`src/rtl/regfile_dump_tx_pkg.sv`:
```
// Shared constants for the register-file debug dump path.
// Default geometry is shared with the register file and debug UART blocks.
// State encoding of the dump sequencer lives here so monitors can decode it.
package regfile_dump_tx_pkg;

    localparam int DEF_NUM_REGS   = 32;
    localparam int DEF_ADDR_W     = 5;
    localparam int DEF_DATA_W     = 32;
    localparam int BYTES_PER_WORD = DEF_DATA_W / 8;

    typedef enum logic [2:0] {
        ST_IDLE = 3'd0,
        ST_WAIT = 3'd1,
        ST_LOAD = 3'd2,
        ST_SEND = 3'd3,
        ST_DONE = 3'd4
    } state_e;

endpackage

```
`src/rtl/regfile_dump_tx_word_serializer.sv`:
```
// Word serializer: loads a DATA_W word and emits it as bytes, MSB first.
// Latency: first byte valid the cycle after load_i; one byte per cycle thereafter.
// Backpressure: tx_data_o/tx_valid_o hold while tx_ready_i is low; valid never drops without a transfer.
module regfile_dump_tx_word_serializer #(
    parameter int DATA_W = 32
) (
    input  logic              clk,
    input  logic              rst,
    input  logic              load_i,
    input  logic [DATA_W-1:0] data_i,
    input  logic              tx_ready_i,
    output logic [7:0]        tx_data_o,
    output logic              tx_valid_o,
    output logic              last_byte_o
);

    localparam int BPW   = DATA_W / 8;
    localparam int CNT_W = (BPW > 1) ? $clog2(BPW) : 1;
    localparam logic [CNT_W-1:0] LAST_IDX = CNT_W'(BPW - 1);

    logic [DATA_W-1:0] shreg_q;
    logic [CNT_W-1:0]  cnt_q;
    logic              valid_q;
    logic              xfer;

    assign xfer        = valid_q && tx_ready_i;
    assign last_byte_o = valid_q && (cnt_q == LAST_IDX);
    // The top byte of the shift register is the registered output byte.
    assign tx_data_o   = shreg_q[DATA_W-1 -: 8];
    assign tx_valid_o  = valid_q;

    // Load a word, then shift one byte out per accepted transfer.
    always_ff @(posedge clk or negedge rst) begin
        if (!rst) begin
            shreg_q <= '0;
            cnt_q   <= '0;
            valid_q <= 1'b0;
        end else if (load_i) begin
            shreg_q <= data_i;
            cnt_q   <= '0;
            valid_q <= 1'b1;
        end else if (xfer) begin
            if (cnt_q == LAST_IDX) begin
                // Keep the last byte on the bus; only valid drops.
                valid_q <= 1'b0;
            end else begin
                shreg_q <= shreg_q << 8;
                cnt_q   <= cnt_q + 1'b1;
            end
        end
    end

endmodule

```
`src/rtl/regfile_dump_tx.sv`:
```
// Register dump sequencer: walks the debug read port and streams every register as bytes.
// Latency: first byte valid READ_LAT+1 cycles after start is sampled; READ_LAT+1 idle cycles between words.
// Backpressure: byte stream stalls in place while tx_ready is low; start is ignored while busy or done.
module regfile_dump_tx
    import regfile_dump_tx_pkg::*;
#(
    parameter int NUM_REGS = DEF_NUM_REGS,
    parameter int ADDR_W   = DEF_ADDR_W,
    parameter int DATA_W   = DEF_DATA_W,
    parameter int READ_LAT = 1
) (
    input  logic              clk,
    input  logic              rst,
    input  logic              start,
    input  logic [DATA_W-1:0] regdbg_data,
    input  logic              tx_ready,
    output logic              debug_on,
    output logic [ADDR_W-1:0] regdbg_addr,
    output logic [7:0]        tx_data,
    output logic              tx_valid,
    output logic              busy,
    output logic              done
);

    localparam int WAIT_W = 2;
    localparam logic [WAIT_W-1:0] WAIT_INIT = WAIT_W'(READ_LAT - 1);
    localparam logic [ADDR_W-1:0] LAST_ADDR = ADDR_W'(NUM_REGS - 1);

    state_e            state_q, state_d;
    logic [WAIT_W-1:0] wait_q, wait_d;
    logic [ADDR_W-1:0] addr_q, addr_d;
    logic              debug_on_q, debug_on_d;
    logic              busy_q, busy_d;
    logic              done_q, done_d;
    logic              load;
    logic              last_byte;
    logic              xfer_last;
    logic              start_ok;

    assign load      = (state_q == ST_LOAD);
    assign xfer_last = last_byte && tx_ready;
    // A start arriving in the done-pulse cycle belongs to the dump just finished.
    assign start_ok  = start && !done_q;

    regfile_dump_tx_word_serializer #(
        .DATA_W (DATA_W)
    ) u_ser (
        .clk         (clk),
        .rst         (rst),
        .load_i      (load),
        .data_i      (regdbg_data),
        .tx_ready_i  (tx_ready),
        .tx_data_o   (tx_data),
        .tx_valid_o  (tx_valid),
        .last_byte_o (last_byte)
    );

    // State and registered outputs.
    always_ff @(posedge clk or negedge rst) begin
        if (!rst) begin
            state_q    <= ST_IDLE;
            wait_q     <= '0;
            addr_q     <= '0;
            debug_on_q <= 1'b0;
            busy_q     <= 1'b0;
            done_q     <= 1'b0;
        end else begin
            state_q    <= state_d;
            wait_q     <= wait_d;
            addr_q     <= addr_d;
            debug_on_q <= debug_on_d;
            busy_q     <= busy_d;
            done_q     <= done_d;
        end
    end

    // Next-state sequencing.
    always_comb begin
        state_d = state_q;
        unique case (state_q)
            ST_IDLE: if (start_ok) state_d = ST_WAIT;
            ST_WAIT: if (wait_q == '0) state_d = ST_LOAD;
            ST_LOAD: state_d = ST_SEND;
            ST_SEND: if (xfer_last) state_d = (addr_q < LAST_ADDR) ? ST_WAIT : ST_DONE;
            ST_DONE: state_d = ST_IDLE;
            default: state_d = ST_IDLE;
        endcase
    end

    // Next values for the registered control outputs and counters.
    always_comb begin
        wait_d     = wait_q;
        addr_d     = addr_q;
        debug_on_d = debug_on_q;
        busy_d     = busy_q;
        done_d     = 1'b0;
        unique case (state_q)
            ST_IDLE: begin
                if (start_ok) begin
                    debug_on_d = 1'b1;
                    busy_d     = 1'b1;
                    addr_d     = '0;
                    wait_d     = WAIT_INIT;
                end
            end
            ST_WAIT: begin
                if (wait_q != '0) wait_d = wait_q - 1'b1;
            end
            ST_SEND: begin
                // Address advances only after the whole word left; it stops at the last register.
                if (xfer_last && (addr_q < LAST_ADDR)) begin
                    addr_d = addr_q + 1'b1;
                    wait_d = WAIT_INIT;
                end
            end
            ST_DONE: begin
                done_d     = 1'b1;
                debug_on_d = 1'b0;
                busy_d     = 1'b0;
                addr_d     = '0;
            end
            default: ;
        endcase
    end

    assign debug_on    = debug_on_q;
    assign busy        = busy_q;
    assign done        = done_q;
    assign regdbg_addr = addr_q;

endmodule

```
`config.mk`:
```
export PLATFORM = sky130hd
export DESIGN_NAME = regfile_dump_tx
export DESIGN_NICKNAME = d
export VERILOG_FILES = /design/src/rtl/regfile_dump_tx_pkg.sv /design/src/rtl/regfile_dump_tx_word_serializer.sv /design/src/rtl/regfile_dump_tx.sv
export SDC_FILE = /design/constraint.sdc
export NUM_CORES = 1
export LEC_CHECK = 0
export CAP_MARGIN = 20
export CORE_ASPECT_RATIO = 0.6
export CORE_UTILIZATION = 50
export DETAILED_ROUTE_END_ITERATION = 10
export GPL_TIMING_DRIVEN = 1
export PLACE_DENSITY = 0.89
export SLEW_MARGIN = 10
export SYNTH_ARGS = -nofsm -noshare
export SYNTH_HDL_FRONTEND = slang
export SYNTH_SLANG_ARGS = --single-unit
```
`constraint.sdc`:
```
create_clock -name clk -period 3.7 [get_ports clk]
set_input_delay 0.925 -clock clk [delete_from_list [all_inputs] [get_ports clk]]
set_output_delay 0.925 -clock clk [all_outputs]
set_load 0.005 [all_outputs]
```
* Word level (Yosys, flattened, before mapping) *
Index checks and enable logic that the tools add are counted.

word-level totals
  register bits after elaboration = 47
  word-level logic and storage cells = 67
  output and inout port bits = 17

cells by class
  equality and inequality tests = 11
  add/subtract/negate cells = 3
  reduce and logical (&&, ||, !) cells = 20
  mux-type cells = 24
  magnitude comparators = 1

operators by type and width
  kind                                                  number
  2-to-1 mux 32 bit                                     3
  case mux 5 bit (3 select lines)                       1
  2-to-1 mux 2 bit                                      6
  2-to-1 mux 3 bit                                      4
  != test 2 bit (second input constant)                 6
  case mux 3 bit (4 select lines)                       1
  2-to-1 mux 5 bit                                      2
  nonzero test 2 bit                                    4
  equality test 3 x 2 -> 1 bit (second input constant)  2
  case mux 2 bit (3 select lines)                       1
  AND reduction 2 bit                                   3
  AND reduction 3 bit                                   2
  nonzero test 3 bit                                    2
  adder 5 x 1 -> 5 bit (second input constant)          1
  logical AND 1 bit                                     5
  less-than comparator 5 bit (second input constant)    1
  2-to-1 mux 1 bit                                      5
  AND reduction 4 bit                                   1
  equality test 3 x 1 -> 1 bit (second input constant)  1
  equality test 3 bit (second input constant)           1
  logical NOT 3 bit                                     1
  adder 2 x 1 -> 2 bit (second input constant)          1
  equality test 2 bit (second input constant)           1
  logical NOT 2 bit                                     1
  other kinds (3)                                       3

* Logic depth before layout (Yosys ltp) *
Gate-level depths: netlist (run 1).

  depth in word-level cells = 6
  depth in mapped cells = 6
  mapped depth without buffers = 6

* Modules after synthesis *
Synthesis (run 1) repeated with hierarchy kept, for this count alone.

unflattened totals
  cells, all modules = 261
  area, all modules = 2364.8 um^2

modules (own cells, without submodules)
  module                           area an instance (um^2)  cells each  instances
  regfile_dump_tx_word_serializer  1667.8                   187         1
  regfile_dump_tx                  696.9                    74          1

* Worst setup path before layout (run 1) *
Ideal clock, no wire load.

  path kind = input to register
  start = input port start
  end = register addr_q[0] (netlist: regdbg_addr[0])
  data arrival time = 1.778 ns
  slack = 1.857 ns
  cell stages on the path = 4
  setup time = 0.064 ns
  cell sequence = and2b_2 > or4_4 > o21ai_2 > mux2_4

between the ends
  word-level cells in the longest chain between the ends = 3

RTL lines
  element                        RTL line               RTL
  start: declaration             regfile_dump_tx.sv:14  input logic start,
  logical AND 1 bit              regfile_dump_tx.sv:43  assign start_ok = start && !done_q;
  != test 2 bit (no line)        n/a
  AND reduction 3 bit (no line)  n/a
  end signal: assignment         regfile_dump_tx.sv:70  addr_q <= addr_d;
  end: declaration               regfile_dump_tx.sv:31  logic [ADDR_W-1:0] addr_q, addr_d;

No other way between the ends.
A chain may end at the register's enable or synchronous reset.

* Final worst setup path (run 1) *
  start = input port tx_ready
  end = register u_ser.shreg_q[21]

between the ends
  word-level cells in the longest chain between the ends = 3

RTL lines
  element                        RTL line                               RTL
  start: declaration             regfile_dump_tx.sv:16                  input logic tx_ready,
  logical AND 1 bit              regfile_dump_tx_word_serializer.sv:26  assign xfer = valid_q && tx_ready_i;
  nonzero test 2 bit (no line)   n/a
  AND reduction 2 bit (no line)  n/a
  end signal: assignment         regfile_dump_tx_word_serializer.sv:39  shreg_q <= data_i;
  end signal: assignment         regfile_dump_tx_word_serializer.sv:47  shreg_q <= shreg_q << 8;
  end: declaration               regfile_dump_tx_word_serializer.sv:21  logic [DATA_W-1:0] shreg_q;

No other way between the ends.

==> results of run 1 <==
## power groups by stage
| stage | combinational, W | clock (W) | sequential [W] |
|---|---|---|---|
| after global routing | 0.000843 | 0.000386 | 0.000899 |
| after global placement | 0.000709 | 0 | 0.000867 |
| after detailed placement | 0.000750 | 0 | 0.000877 |
| after CTS | 0.000753 | 0.000363 | 0.000871 |
| after floorplan | 0.000609 | 0 | 0.000812 |
| final | 0.000749 | 0.000362 | 0.000874 |
## cell families after synthesis
group | share of synthesized area
buf+inv | 0.0724
fa+ha+maj | 0.0163
compound gates | 0.151
xor+xnor | 0.00381
mux | 0.120
flops | 0.512
simple gates | 0.125
## state kept, by name, summed over array words and instances, names as in the netlist
| register | count |
|---|---|
| u_ser.shreg_q | 32 |
| regdbg_addr | 5 |
| state_q | 3 |
| u_ser.cnt_q | 2 |
| wait_q | 2 |
| busy | 1 |
| done | 1 |
| u_ser.tx_valid_o | 1 |
## worst paths after layout
kind | from | end | slack (ns) | depth (start not counted)
max | tx_ready | u_ser.shreg_q[21] | 1.19 | 5
min in group asynchronous | rst | wait_q[1] | 0.63 | 1
min reg2reg | wait_q[1] | wait_q[1] | 0.49 | 1
max in group asynchronous | rst | u_ser.cnt_q[1] | 2.55 | 2
min | wait_q[1] | wait_q[1] | 0.49 | 1
max reg2reg | u_ser.cnt_q[0] | u_ser.shreg_q[21] | 1.65 | 5
## layer usage
layer	vias up	GRT usage	share of wire
li1	797	-	-
met1	781	0.303	0.49
met2	63	0.328	0.44
met3	4	0.0573	0.057
met4	0	0.0820	0.0085
met5	-	0	0
## metrics by stage
step | hold slack, ns | area [µm²] | util
after floorplan | 0.456 | 2300 | -
after global placement | 0.477 | 2750 | 0.647
after detailed placement | 0.474 | 2750 | 0.647
after CTS | 0.497 | 2860 | 0.671
after global routing | 0.518 | 2880 | 0.677
final | 0.495 | 2880 | 0.677
## cell usage in the layout, fill, tap and decap left out, drive strengths merged, types with 2 or more instances in the layout
master         count
a21o               2
a21oi              6
a22o              10
a41o               2
and2               2
buf                4
clkbuf             6
clkdlybuf4s50     51
dfrtp             47
ha                 3
inv                4
mux2               2
mux2i             25
nand2             25
nand3              3
nand3b             2
nor2              12
nor3b              2
o21ai             25
## Yosys cell counts
cell type,count
a21o_1,2
nand3_1,2
a311oi_4,1
nor2_1,12
mux2_4,1
a22o_2,1
a31oi_1,1
nor3b_1,1
nand3b_1,1
mux2i_1,25
a21oi_1,6
ha_1,3
a211oi_1,1
nand4_1,1
nand3_4,1
xor2_1,1
o21ai_0,24
mux2_2,1
buf_6,3
clkbuf_1,4
o21ai_2,1
buf_2,1
nor3b_4,1
and3_4,1
and2b_2,1
o2bb2ai_1,1
a41o_1,2
and2_1,1
inv_1,4
o221ai_2,1
and2_2,1
dfrtp_1,47
or4_4,1
nand2_1,25
a22o_1,9
nand3b_4,1
buf_4,13
nor4b_1,1
nor2b_1,1
## area by class of cell
type / instances / area (µm²) / share of cell area
clock buffers: 6 / 72.6 / 0.0252
clock inverters: 1 / 30.0 / 0.0104
inverters: 4 / 15.0 / 0.00521
multi-input cells: 133 / 956 / 0.332
flip-flops and latches: 47 / 1180 / 0.408
well taps: 60 / 75.1 / 0.0260
repair buffers: 55 / 558 / 0.194
## worst register-to-register path, delay by kind of cell (launching register included)
kind            cells  cell delay (ns)
buf+inv             1             0.42
fa+ha+maj           1             0.27
flops               1             0.40
simple gates        1             0.52
mux                 1             0.20
compound gates      1             0.10
==> impl_metrics.toml, run 1 <==
[outcome]
status = "complete, no violations"

[power_and_ir_drop]
leakagePower_nw = 1.33
seqPwrFrac = 0.441
ir_worst_vdd_uv = 298
p_switching_w = 0.000667
p_int_w = 0.00132
powerDensity_nw_per_um2 = 689
power_w = 0.00198
switching_share = 0.336
comb_power_share = 0.377
power_frac_clock = 0.182

[route]
via_per_inst = 5.38
vias = 1645
drc = 0
drtIter0Drc = 85
routedWlPerCell_um = 15.3
ant_nets = 0
dr.pass1.iters = 4
finalWirelength_mm = 4.70

[synth]
syn_area_um2 = 2300
ys_seq_elements = 47
synth.avg_cell_area_um2 = 11.2
synth_fp_nets = 244
ys_seq_area_frac = 0.512
syn_inst = 205
yosys_warnings = 0
synth_top_area_cell = "dfrtp_1"
synth_area_leaders = "dfrtp_1 51%, mux2i_1 11%, o21ai_0 5.2%"
synth_top_area_share = 0.512
ys_types = 39

[worst_setup_path]
cp_data_arrival_time_ns = 2.67
endpoint_kind = "flop"
crit_path_max_fanout = 18
max_stage_delay_ns = 0.57
slowest_stage = "clkdlybuf4s50_1"
worstPathCellList = "clkdlybuf4s50_1, nand3b_1, buf_4, mux2i_1, o21ai_0"
cp-start-kind = "input port"
critPathKind = "in2reg"
cp.required_ns = 3.86
path_buf_inv = 2
critPathTopFamily = "buffers and inverters"

[place]
port_buffers = 52
dp_slack_ns = 0.910
routabilityCongestion = 0.846
placed_cells = 298
hpwl_mm = 3.27

[clock_tree]
cts_max_path_buffers = 2
cts_sinks = 47
cts_tree = "done"
clk_pin_slew_ns = 0.08
h-tree-depth = 2
cts_resized = 0
cts-root-buf = "clkbuf_8"
cts_setup_buffers = 0
hold_buffers = 0
cts_buffers = 5
worstSkewPairLatency_ns = 0.30

[worst_hold_path]
worst_hold_path_type = "reg2reg"

[global_route]
grt_overflow = 0
grt_pass1_wl_mm = 7.57
grt_pass1_vias = 1560
antenna_found_initial = 0
grt_max_degree = 61
grt_use_total = 0.217

[timing]
tightest_slew_ns = 0.606
worst_slack_ns = 1.19
fmax_mhz = 399
relSlewSlack = 0.596
finalCritPeriodShare = 0.678
layout_min_cycle_time_ns = 2.51
hold_violations = 0
rsz0062_at_grt = "no"
skew_ns = 0.00632
setup_tns_ns = 0
setup_viol = 0
final_max_slew_viol_count = 0

[run]
maxCapViolCount = 0

[layout]
fillers = 315
fin_cells = 306
drive_gt1_frac = 0.0935
nets = 285
syn_to_final_growth_pct = 25.4
antenna_cells = 0

[die]
fp.dieArea_um2 = 4880
pin_count = 53
die_w_um = 89.5
fp.coreArea_um2 = 4260
rows = 18
initial_core_util = 0.540
die_h_um = 54.5
(Power assumes the default switching activity.)
==> run 2, diff against run 1 <==
==> constraint.sdc (replaced) <==
create_clock -name clk -period 2.45 [get_ports clk]
set_input_delay 0.6125 -clock clk [delete_from_list [all_inputs] [get_ports clk]]
set_output_delay 0.6125 -clock clk [all_outputs]
set_load 0.005 [all_outputs]
==> impl_metrics.toml, run 2 (synthesis results as in run 1) <==
[timing]
fmax_mhz = 509
setup_tns_ns = 0
final_max_slew_viol_count = 0
relSlewSlack = 0.587
finalCritPeriodShare = 0.802
layout_min_cycle_time_ns = 1.97
hold_violations = 0
tightest_slew_ns = 0.619
rsz0062_at_grt = "no"
skew_ns = 0.00684
setup_viol = 0
hold_ws_ns = 0.390

[clock_tree]
worstSkewPairLatency_ns = 0.30
cts_sinks = 47
cts-root-buf = "clkbuf_8"
cts_buffers = 5
h-tree-depth = 2
cts_resized = 0
clk_pin_slew_ns = 0.09
cts_setup_buffers = 0
cts_max_path_buffers = 2
hold_buffers = 0
cts_tree = "done"

[worst_setup_path]
critPathTopFamily = "buffers and inverters"
rrSetupSlack_ns = 0.64
critPathKind = "reg2out"
cp-start-kind = "flop"
reg2reg_from = "state_q[1]"
worstPathCellList = "clkdlybuf4s50_1"
slowest_stage = "clkdlybuf4s50_1"
cp-startpoint = "regdbg_addr[3]"
max_stage_delay_ns = 0.56
crit_path_max_fanout = 7
endpoint_kind = "primary output"
path_buf_inv = 1
cp_data_arrival_time_ns = 1.35
cp.required_ns = 1.84
rr_endpoint = "u_ser.shreg_q[0]"
reg2reg_depth = 3

[place]
hpwl_mm = 3.49
port_buffers = 52
routabilityCongestion = 0.858
placed_cell_area_um2 = 2790

[layout]
final_common_cell = "clkdlybuf4s50_1"
top_register = "u_ser.shreg_q"
final_core_util = 0.677
syn_to_final_growth_pct = 25.4
final_area_um2 = 2880
drive_gt1_frac = 0.105
antenna_cells = 0
largest_register_ffs = 32
fillers = 312
nets = 286
final_cell_mix = "51 x clkdlybuf4s50_1, 47 x dfrtp_1, 25 x mux2i_1, 25 x nand2_1, 24 x o21ai_0"

[run]
maxCapViolCount = 0

[power_and_ir_drop]
power_w = 0.00296
powerDensity_nw_per_um2 = 1030
ir_worst_vdd_uv = 426
leakagePower_nw = 1.33

[global_route]
antenna_found_initial = 0
grt_use_total = 0.225
grt_max_degree = 48
grt_pass1_vias = 1547
grt_overflow = 0
grt_pass1_wl_mm = 7.75

[route]
drtIter0Drc = 74
dr.pass1.iters = 4
drc = 0
via_per_inst = 5.42
ant_nets = 0
finalWirelength_mm = 4.78
routedWlPerCell_um = 15.5
vias = 1670

[die]
die_w_um = 89.5
initial_core_util = 0.540
pin_count = 53
rows = 18
die_h_um = 54.5
fp.dieArea_um2 = 4880
fp.coreArea_um2 = 4260

[outcome]
status = "complete, no violations"

[worst_hold_path]
worst_hold_path_type = "in2async"
run 2: cell count changes in the layout (fill, tap and decap cells not counted):
cell        previous run  this run
buf_12                 0         2
buf_16                 1         0
bufinv_16              1         0
clkbuf_1               1         0
clkinv_2               0         1
clkinvlp_4             0         2
run 2: power by group:
| part | total (W) | switching [W] | internal (W) |
|---|---|---|---|
| clock network | 0.000456 | 0.000257 | 0.000199 |
| registers | 0.00131 | 0.000231 | 0.00108 |
| logic | 0.00120 | 0.000550 | 0.000645 |
run 2: layout make-up:
type	instances	area, µm²	area share
Clock buffer	5	68.8	0.0239
Multi-Input combinational cell	133	956	0.332
Inverter	4	15.0	0.00521
Sequential cell	47	1180	0.408
Tap cell	60	75.1	0.0261
Timing Repair Buffer	56	571	0.198
Clock inverter	3	20.0	0.00695
run 2: worst reg2reg max path: stages (launching register included):
cell	delay (ns)
dfrtp_1	0.55
nor3b_4	0.60
nor2b_1	0.30
a22o_1	0.25
run 2: routing by layer:
layer / share of wire / up-vias / routed length [µm] / global-route usage
li1: - / 804 / - / -
met1: 0.49 / 808 / 2350 / 0.339
met2: 0.43 / 50 / 2070 / 0.308
met3: 0.052 / 8 / 251 / 0.0498
met4: 0.023 / 0 / 109 / 0.103
met5: 0 / - / 0 / 0
run 2: worst max path at each step:
stage | to | cells after the start
5_1_grt | regdbg_addr[3] | 1
3_5_place_dp | regdbg_addr[0] | 5
6_report | regdbg_addr[3] | 1
2_1_floorplan | regdbg_addr[0] | 4
3_3_place_gp | regdbg_addr[0] | 5
4_1_cts | regdbg_addr[3] | 1
run 2: stage by stage:
stage | instances | setup WS (ns)
floorplan | 205 | 0.920
global placement | 300 | 0.311
detailed placement | 300 | 0.264
CTS | 308 | 0.486
global route | 308 | 0.437
finish | 308 | 0.484
==> run 3, diff against run 2 <==
--- a/config.mk
+++ b/config.mk
@@ -7,10 +7,10 @@
 export LEC_CHECK = 0
 export CAP_MARGIN = 20
 export CORE_ASPECT_RATIO = 0.6
-export CORE_UTILIZATION = 50
+export CORE_UTILIZATION = 45
 export DETAILED_ROUTE_END_ITERATION = 10
 export GPL_TIMING_DRIVEN = 1
-export PLACE_DENSITY = 0.89
+export PLACE_DENSITY = 0.85
 export SLEW_MARGIN = 10
 export SYNTH_ARGS = -nofsm -noshare
 export SYNTH_HDL_FRONTEND = slang
==> constraint.sdc (replaced) <==
create_clock -name clk -period 1.8 [get_ports clk]
set_input_delay 0.45 -clock clk [delete_from_list [all_inputs] [get_ports clk]]
set_output_delay 0.45 -clock clk [all_outputs]
set_load 0.005 [all_outputs]
==> impl_metrics.toml, run 3 (synthesis results as in run 1) <==
[outcome]
status = "complete, no violations"

[route]
dr.pass1.iters = 5
vias = 1679
routedWlPerCell_um = 14.5
drc = 0
drtIter0Drc = 114
ant_nets = 0
finalWirelength_mm = 4.62
via_per_inst = 5.28

[layout]
final_common_cell = "clkdlybuf4s50_1"
top_register = "u_ser.shreg_q"
syn_to_final_growth_pct = 28.4
fillers = 366
antenna_cells = 0
final_cell_mix = "51 x clkdlybuf4s50_1, 46 x dfrtp_1, 25 x mux2i_1, 25 x nand2_1, 24 x o21ai_0"
multiInputGateArea_um2 = 956
final_core_util = 0.624
drive_gt1_frac = 0.129
nets = 293
regArea_um2 = 1180
final_area_um2 = 2950
largest_register_ffs = 32

[worst_setup_path]
endpoint_kind = "primary output"
reg2reg_from = "u_ser.cnt_q[0]"
cp_data_arrival_time_ns = 1.31
path_buf_inv = 1
critPathTopFamily = "buffers and inverters"
cp.required_ns = 1.35
cp-start-kind = "flop"
crit_path_max_fanout = 5
slowest_stage = "clkdlybuf4s50_1"
rr_endpoint = "regdbg_addr[0]"
worstPathCellList = "clkdlybuf4s50_1"
reg2reg_depth = 5
critPathKind = "reg2out"
max_stage_delay_ns = 0.55
rrSetupSlack_ns = 0.22

[die]
die_w_um = 94.3
fp.dieArea_um2 = 5410
pin_count = 53
die_h_um = 57.4
initial_core_util = 0.486
fp.coreArea_um2 = 4730
rows = 19

[clock_tree]
worstSkewPairLatency_ns = 0.30
cts-root-buf = "clkbuf_8"
h-tree-depth = 2
cts_max_path_buffers = 2
cts_sinks = 47
cts_tree = "done"
clk_pin_slew_ns = 0.08
cts_buffers = 5

[power_and_ir_drop]
ir_worst_vdd_uv = 586
power_w = 0.00409
leakagePower_nw = 1.38
powerDensity_nw_per_um2 = 1390

[timing]
finalCritPeriodShare = 0.977
rsz0062_at_grt = "no"
setup_viol = 0
layout_min_cycle_time_ns = 1.76
hold_violations = 0
tightest_slew_ns = 0.477
skew_ns = 0.00381
relSlewSlack = 0.681
fmax_mhz = 569
final_max_slew_viol_count = 0

[global_route]
grt_pass1_vias = 1539
grt_overflow = 0
grt_max_degree = 30
grt_pass1_wl_mm = 7.47
antenna_found_initial = 0
grt_use_total = 0.186

[place]
routabilityCongestion = 0.817
hpwl_mm = 3.35
placed_cell_area_um2 = 2850
port_buffers = 52

[worst_hold_path]
worst_hold_path_type = "in2async"

[run]
maxCapViolCount = 0
## run 3: cell type report
type                    instances  area share
clock buffers                   8      0.0339
inverters                       4     0.00509
multi-input cells             133       0.324
flip-flops and latches         47       0.399
well taps                      63      0.0267
repair buffers                 63       0.211
## run 3: repair_timing
item,in CTS,in global routing
endpoints found under the setup margin,0,1
hold buffers,0,0
resized for setup,0,1
buffers inserted,0,0
## run 3: worst max path at each step
stage,startpoint,end,slack (ns),depth (start not counted)
2_1_floorplan,u_ser.cnt_q[0],u_ser.shreg_q[0],0.28,6
3_3_place_gp,tx_ready,regdbg_addr[0],-0.11,5
3_5_place_dp,tx_ready,regdbg_addr[0],-0.16,5
4_1_cts,u_ser.tx_valid_o,tx_valid,0.02,1
5_1_grt,regdbg_addr[4],regdbg_addr[4],0.004,1
6_report,regdbg_addr[4],regdbg_addr[4],0.04,1
## run 3: per-layer routing
metal / global-route usage / share of wire
met1: 0.291 / 0.51
met2: 0.241 / 0.41
met3: 0.0467 / 0.061
met4: 0.0747 / 0.015
met5: 0 / 0
## run 3: metrics by stage
step	TNS [ns]	hold slack [ns]	worst slack [ns]	std cells
4_1_cts	0	0.0959	0.0227	318
5_1_grt	0	0.110	0.00370	318
3_3_place_gp	-2.39	0.417	-0.113	310
2_1_floorplan	0	0.154	0.283	205
6_report	0	0.0805	0.0415	318
3_5_place_dp	-3.26	0.428	-0.159	310
## run 3: report_power, final
part	internal (W)	leakage, nW	total (W)	switching, W
clock	0.000351	0.0515	0.000690	0.000340
combinational	0.000897	0.723	0.00161	0.000716
sequential	0.00147	0.603	0.00179	0.000317
==> edit 1: new RTL, flow settings as in run 3 <==
Re-encode `state_e` (5 states) as one-hot, 5 bits wide.
--- a/src/rtl/regfile_dump_tx_pkg.sv
+++ b/src/rtl/regfile_dump_tx_pkg.sv
@@ -9,10 +9,10 @@
     localparam int BYTES_PER_WORD = DEF_DATA_W / 8;
 
-    typedef enum logic [2:0] {
-        ST_IDLE = 3'd0,
-        ST_WAIT = 3'd1,
-        ST_LOAD = 3'd2,
-        ST_SEND = 3'd3,
-        ST_DONE = 3'd4
+    typedef enum logic [4:0] {
+        ST_IDLE = 5'b00001,
+        ST_WAIT = 5'b00010,
+        ST_LOAD = 5'b00100,
+        ST_SEND = 5'b01000,
+        ST_DONE = 5'b10000
     } state_e;
 
Formal check against the unedited RTL: no difference found for any inputs over 10 cycles, from zero or initial values and one cycle with rst low; not proved beyond that.
==> edit 1 against run 3 <==
  * Routed wire length grew 17%
  * The flow now finishes with violations (design-rule violations)
  * Sequential power down 2%
  * Area after synthesis up 8.1%
  * Count of clock-buffer cells in the layout is 1 lower
  * Final area increased by 6.9%
  * Sequential cell count grew 2
  * Total power decreased by 7.4%
  * Largest power group unchanged
  * Setup slack improved by 25 ps
  * Non-clock buffer count grew 1
==> edit 1: results (changes against run 3) <==
[outcome]
status=complete, but fails checks  ; was finished, final reports clean
failed_checks=design-rule violations

[cts]
cts_buffers=5  ; unchanged
cts_max_path_buffers=2  ; unchanged
htreeDepth=2  ; unchanged
clk_pin_slew_ps=80  ; about the same
postCtsSetupRepairBufs=0  ; unchanged
root_buffer=clkbuf_8  ; unchanged
clock_latency_ps=290

[placed_design]
dpl.cell_count=353  ; was 310
place_congestion=0.876  ; was 0.817
numPortBuffers=52  ; unchanged
placed_cell_area_mm2=0.00306  ; was 0.00285 mm^2
dp_hpwl_mm=3.96  ; was 3.35 mm

[yosys]
synthTopCellsByArea=dfrtp_1 48%, mux2i_1 10%, nand2_1 7.1%, o21ai_1 4.0%, buf_4 3.6%  ; was dfrtp_1 51%, mux2i_1 11%, o21ai_0 5.2%, buf_4 4.2%, nand2_1 4.1%
synth-async-reset-ratio_pct=100  ; unchanged
synth_seq_area_share_pct=49.4  ; was 51.2%
synth_fp_nets=287  ; was 244
ys.flop_type=dfrtp_1  ; unchanged
synth_common_cells=48 x dfrtp_1, 47 x nand2_1, 25 x mux2i_1  ; was 47 x dfrtp_1, 25 x mux2i_1, 25 x nand2_1
yosysWarningCount=0  ; unchanged
ys_types=47  ; was 39
syn_area_per_cell_um2=10.0  ; was 11.2 um^2

[sta]
hold_violations=0  ; unchanged
worst_clock_skew_ps=5.36  ; was 3.81 ps
setup_tns_ps=0  ; unchanged
period_share_pct=96.3  ; was 97.7%
worst_pin_slew_ps=547  ; was 477 ps

[final_layout]
final_layout_size_suffix_gt1_share_pct=11.9  ; was 12.9%
fillers=426  ; was 366
largest-register=u_ser.shreg_q  ; unchanged
largest_reg_flops=32  ; unchanged
antennaDiodeCount=0  ; unchanged
nets=333  ; was 293

[drt]
wirelength_mm=5.38  ; was 4.62 mm
via_per_inst=5.31  ; was 5.28
first_pass_iters=8  ; was 5
vias=1911  ; was 1679
route.detailed.drc=2  ; was 0
drtIter0Drc=181  ; was 114

[grt]
grt_max_degree=37  ; was 30
grt_pass1_vias=1840  ; was 1539
track_usage_pct=20.4  ; was 18.6%
antenna_found_initial=0  ; unchanged
grt_pass1_wl_mm=9.11  ; was 7.47 mm

[setup_path]
reg2reg_depth=6  ; was 5
slowest_stage=dfrtp_1  ; was clkdlybuf4s50_1
path_max_fanout=3  ; was 5
slowest_delay_ps=370  ; was 550 ps
cp.arrival_ps=1940  ; was 1310 ps

[power]
ir_worst_vdd_mv=0.431  ; was 0.586 mV
p_leak_nw=1.48  ; was 1.38 nW

[hold_path]
hold_class=in -> async  ; unchanged

-- edit 1: layer usage --
| layer | vias up | GRT usage, % | share of wire, % |
|---|---|---|---|
| met3 | 5 | 4.01 | 4.9 |
| met1 | 909 | 29.5 | 51 |
| met4 | 0 | 6.71 | 0.89 |
| met2 | 47 | 31.2 | 43 |
| met5 | - | 0 | 0 |
| li1 | 950 | - | - |
-- edit 1: critical path: cells and delay by family (launching register included) --
kind	cells	cell delay [ps]
compound gates	3	790
buf+inv	1	70
fa+ha+maj	1	230
flops	1	370
simple gates	1	180
-- edit 1: worst paths after layout --
path	startpoint	endpoint	slack [ps]
max in group asynchronous	rst	state_q[0]$_DFFE_PN1P_	1270
min in group clk	wait_q[0]$_DFFE_PN0P_	wait_q[0]$_DFFE_PN0P_	500
worst max register to register	wait_q[0]$_DFFE_PN0P_	wait_q[0]$_DFFE_PN0P_	70
worst max-delay path	wait_q[0]$_DFFE_PN0P_	wait_q[0]$_DFFE_PN0P_	70
worst min-delay path	rst	regdbg_addr[3]$_DFFE_PN0P_	30
worst min register to register	wait_q[0]$_DFFE_PN0P_	wait_q[0]$_DFFE_PN0P_	500
-- edit 1: logic make-up after synthesis --
group	Yosys count	share of synthesized area [%]
AND/OR/NAND/NOR	81	15.9
XOR/XNOR	2	0.705
adder cells (fa/ha/maj)	3	1.51
AO/OA/AOI/OAI	57	14.5
flip-flops	49	49.4
buffers and inverters	30	7.50
multiplexers	26	10.5
-- edit 1: through the flow --
stage | util (%) | total power [W] | setup slack, ps
2_1_floorplan | - | 0.00269 | 121
3_3_place_gp | 59.0 | 0.00305 | -161
3_5_place_dp | 59.0 | 0.00314 | -277
4_1_cts | 60.8 | 0.00380 | 76.2
5_1_grt | 60.9 | 0.00404 | 7.00
6_report | 60.9 | 0.00379 | 66.8
-- edit 1: cell type report --
class	instances	share of cell area, %
Tap cell	66	2.62
Sequential cell	49	38.9
Multi-Input combinational cell	169	34.4
Inverter	5	0.595
Timing Repair Buffer	64	20.8
Clock buffer	7	2.74
-- edit 1: repair_timing --
action                     4_1_cts  5_1_grt
setup endpoints to repair        1        1
gates resized for setup          1        1
cloned                           0        0
-- edit 1: report_power, final --
group / internal [W] / switching (W) / leakage [nW]
sequential: 0.00148 / 0.000269 / 0.652
clock: 0.000305 / 0.000334 / 0.0443
combinational: 0.000739 / 0.000659 / 0.779
==> edit 2: new RTL, settings of run 3 <==
Without the edit above. Set the localparam `WAIT_W` to 4 (it was 2).
--- a/src/rtl/regfile_dump_tx.sv
+++ b/src/rtl/regfile_dump_tx.sv
@@ -23,5 +23,5 @@
 );
 
-    localparam int WAIT_W = 2;
+    localparam int WAIT_W = 4;
     localparam logic [WAIT_W-1:0] WAIT_INIT = WAIT_W'(READ_LAT - 1);
     localparam logic [ADDR_W-1:0] LAST_ADDR = ADDR_W'(NUM_REGS - 1);
Check against the original RTL: same outputs for any inputs over 10 cycles, from zero or initial values and one cycle with rst low; that may be too few to reach the edited logic, so the function may still have changed.
==> edit 2 against run 3 <==
  * Routed wire length increased by 11%
  * Setup slack better by 21 ps
  * Utilization shrank 1.7 points
  * Sequential cell count up 2
  * Area after synthesis is 4.2% higher
  * Sequential share of layout area about the same
  * Die area increased by 4.1%
  * Final area increased by 4.4%
  * Critical path type unchanged
  * Critical endpoint is now tx_valid
  * Largest cell class unchanged
Power is not compared: it rests on default switching activity, and its combinational part moved more than twofold at a synthesized area within 25%.
==> edit 2: results (changes against run 3) <==
[outcome]
status=finished, final reports clean  ; unchanged

[final_layout]
final_layout_size_suffix_gt1_share_pct=12.2  ; was 12.9%
nets=308  ; was 293

[yosys]
syn_inst=220  ; was 205
synth_common_cells=49 x dfrtp_1, 26 x mux2i_1, 26 x o21ai_0  ; was 47 x dfrtp_1, 25 x mux2i_1, 25 x nand2_1
synth_seq_area_share_pct=51.2  ; about the same
synthTopCellsByArea=dfrtp_1 51%, mux2i_1 11%, o21ai_0 5.4%, nand2_1 3.9%, a22o_1 3.7%  ; was dfrtp_1 51%, mux2i_1 11%, o21ai_0 5.2%, buf_4 4.2%, nand2_1 4.1%
synth_fp_nets=259  ; was 244
synth_xor_area_share_pct=0.366  ; was 0.381%
ys_types=42  ; was 39
synth_fa_ha_area_share_pct=1.57  ; was 1.63%

[cts]
cts_resized=2  ; was 0

[setup_path]
startpoint=u_ser.tx_valid_o$_DFFE_PN0P_  ; was regdbg_addr[4]$_DFFE_PN0P_
cp.arrival_ps=1290  ; was 1310 ps
cp-endpoint=tx_valid  ; was regdbg_addr[4]
r2r_end=wait_q[1]$_DFFE_PN0P_  ; was regdbg_addr[0]$_DFFE_PN0P_
rrSetupSlack_ps=140  ; was 220 ps

[placed_design]
dp_slack_ps=-230  ; was -159 ps
dpl.cell_count=328  ; was 310
dp_hpwl_mm=3.74  ; was 3.35 mm
place_congestion=0.822  ; was 0.817

[sta]
clock.fmax_mhz=575  ; was 569 MHz
fin_hold_ws_ps=108  ; was 80.5 ps
worst_clock_skew_ps=10.5  ; was 3.81 ps
worst_pin_slew_ps=586  ; was 477 ps

[grt]
grt_max_degree=50  ; was 30
track_usage_pct=20.1  ; was 18.6%
grt_pass1_wl_mm=8.44  ; was 7.47 mm
grt_pass1_vias=1800  ; was 1539

[drt]
via_per_inst=5.44  ; was 5.28
first_pass_iters=4  ; was 5
wirelength_mm=5.14  ; was 4.62 mm
drtIter0Drc=87  ; was 114

[edit 2: cell count changes in the layout (fill, tap and decap cells not counted), sizes merged, moves of 3 or more]
cell    before  now
or3          0    3
nor2b        1    4
nor3         0    3
clkbuf       8    5
nor2        12    6
[edit 2: per-stage QoR]
step	power, W	setup TNS (ps)
global placement	0.00123	-1180
detailed placement	0.00123	-1790
CTS	0.00190	0
global route	0.00195	0
floorplan	0.00112	0
finish	0.00187	0
[edit 2: routing by layer]
layer / track usage, % / vias to the layer above / wire (um)
li1: - / 883 / -
met1: 28.5 / 882 / 2510
met2: 29.8 / 55 / 2200
met3: 4.91 / 9 / 320
met4: 8.10 / 0 / 103
met5: 0 / - / 0
[edit 2: cell type report]
| cell class | count | area [um^2] |
|---|---|---|
| clock inverters | 3 | 25.0 |
| inverters | 2 | 7.51 |
| repair buffers | 64 | 631 |
| multi-input cells | 147 | 1040 |
| fillers | 439 | 2000 |
| well taps | 66 | 82.6 |
| flip-flops and latches | 49 | 1230 |
| clock buffers | 5 | 68.8 |
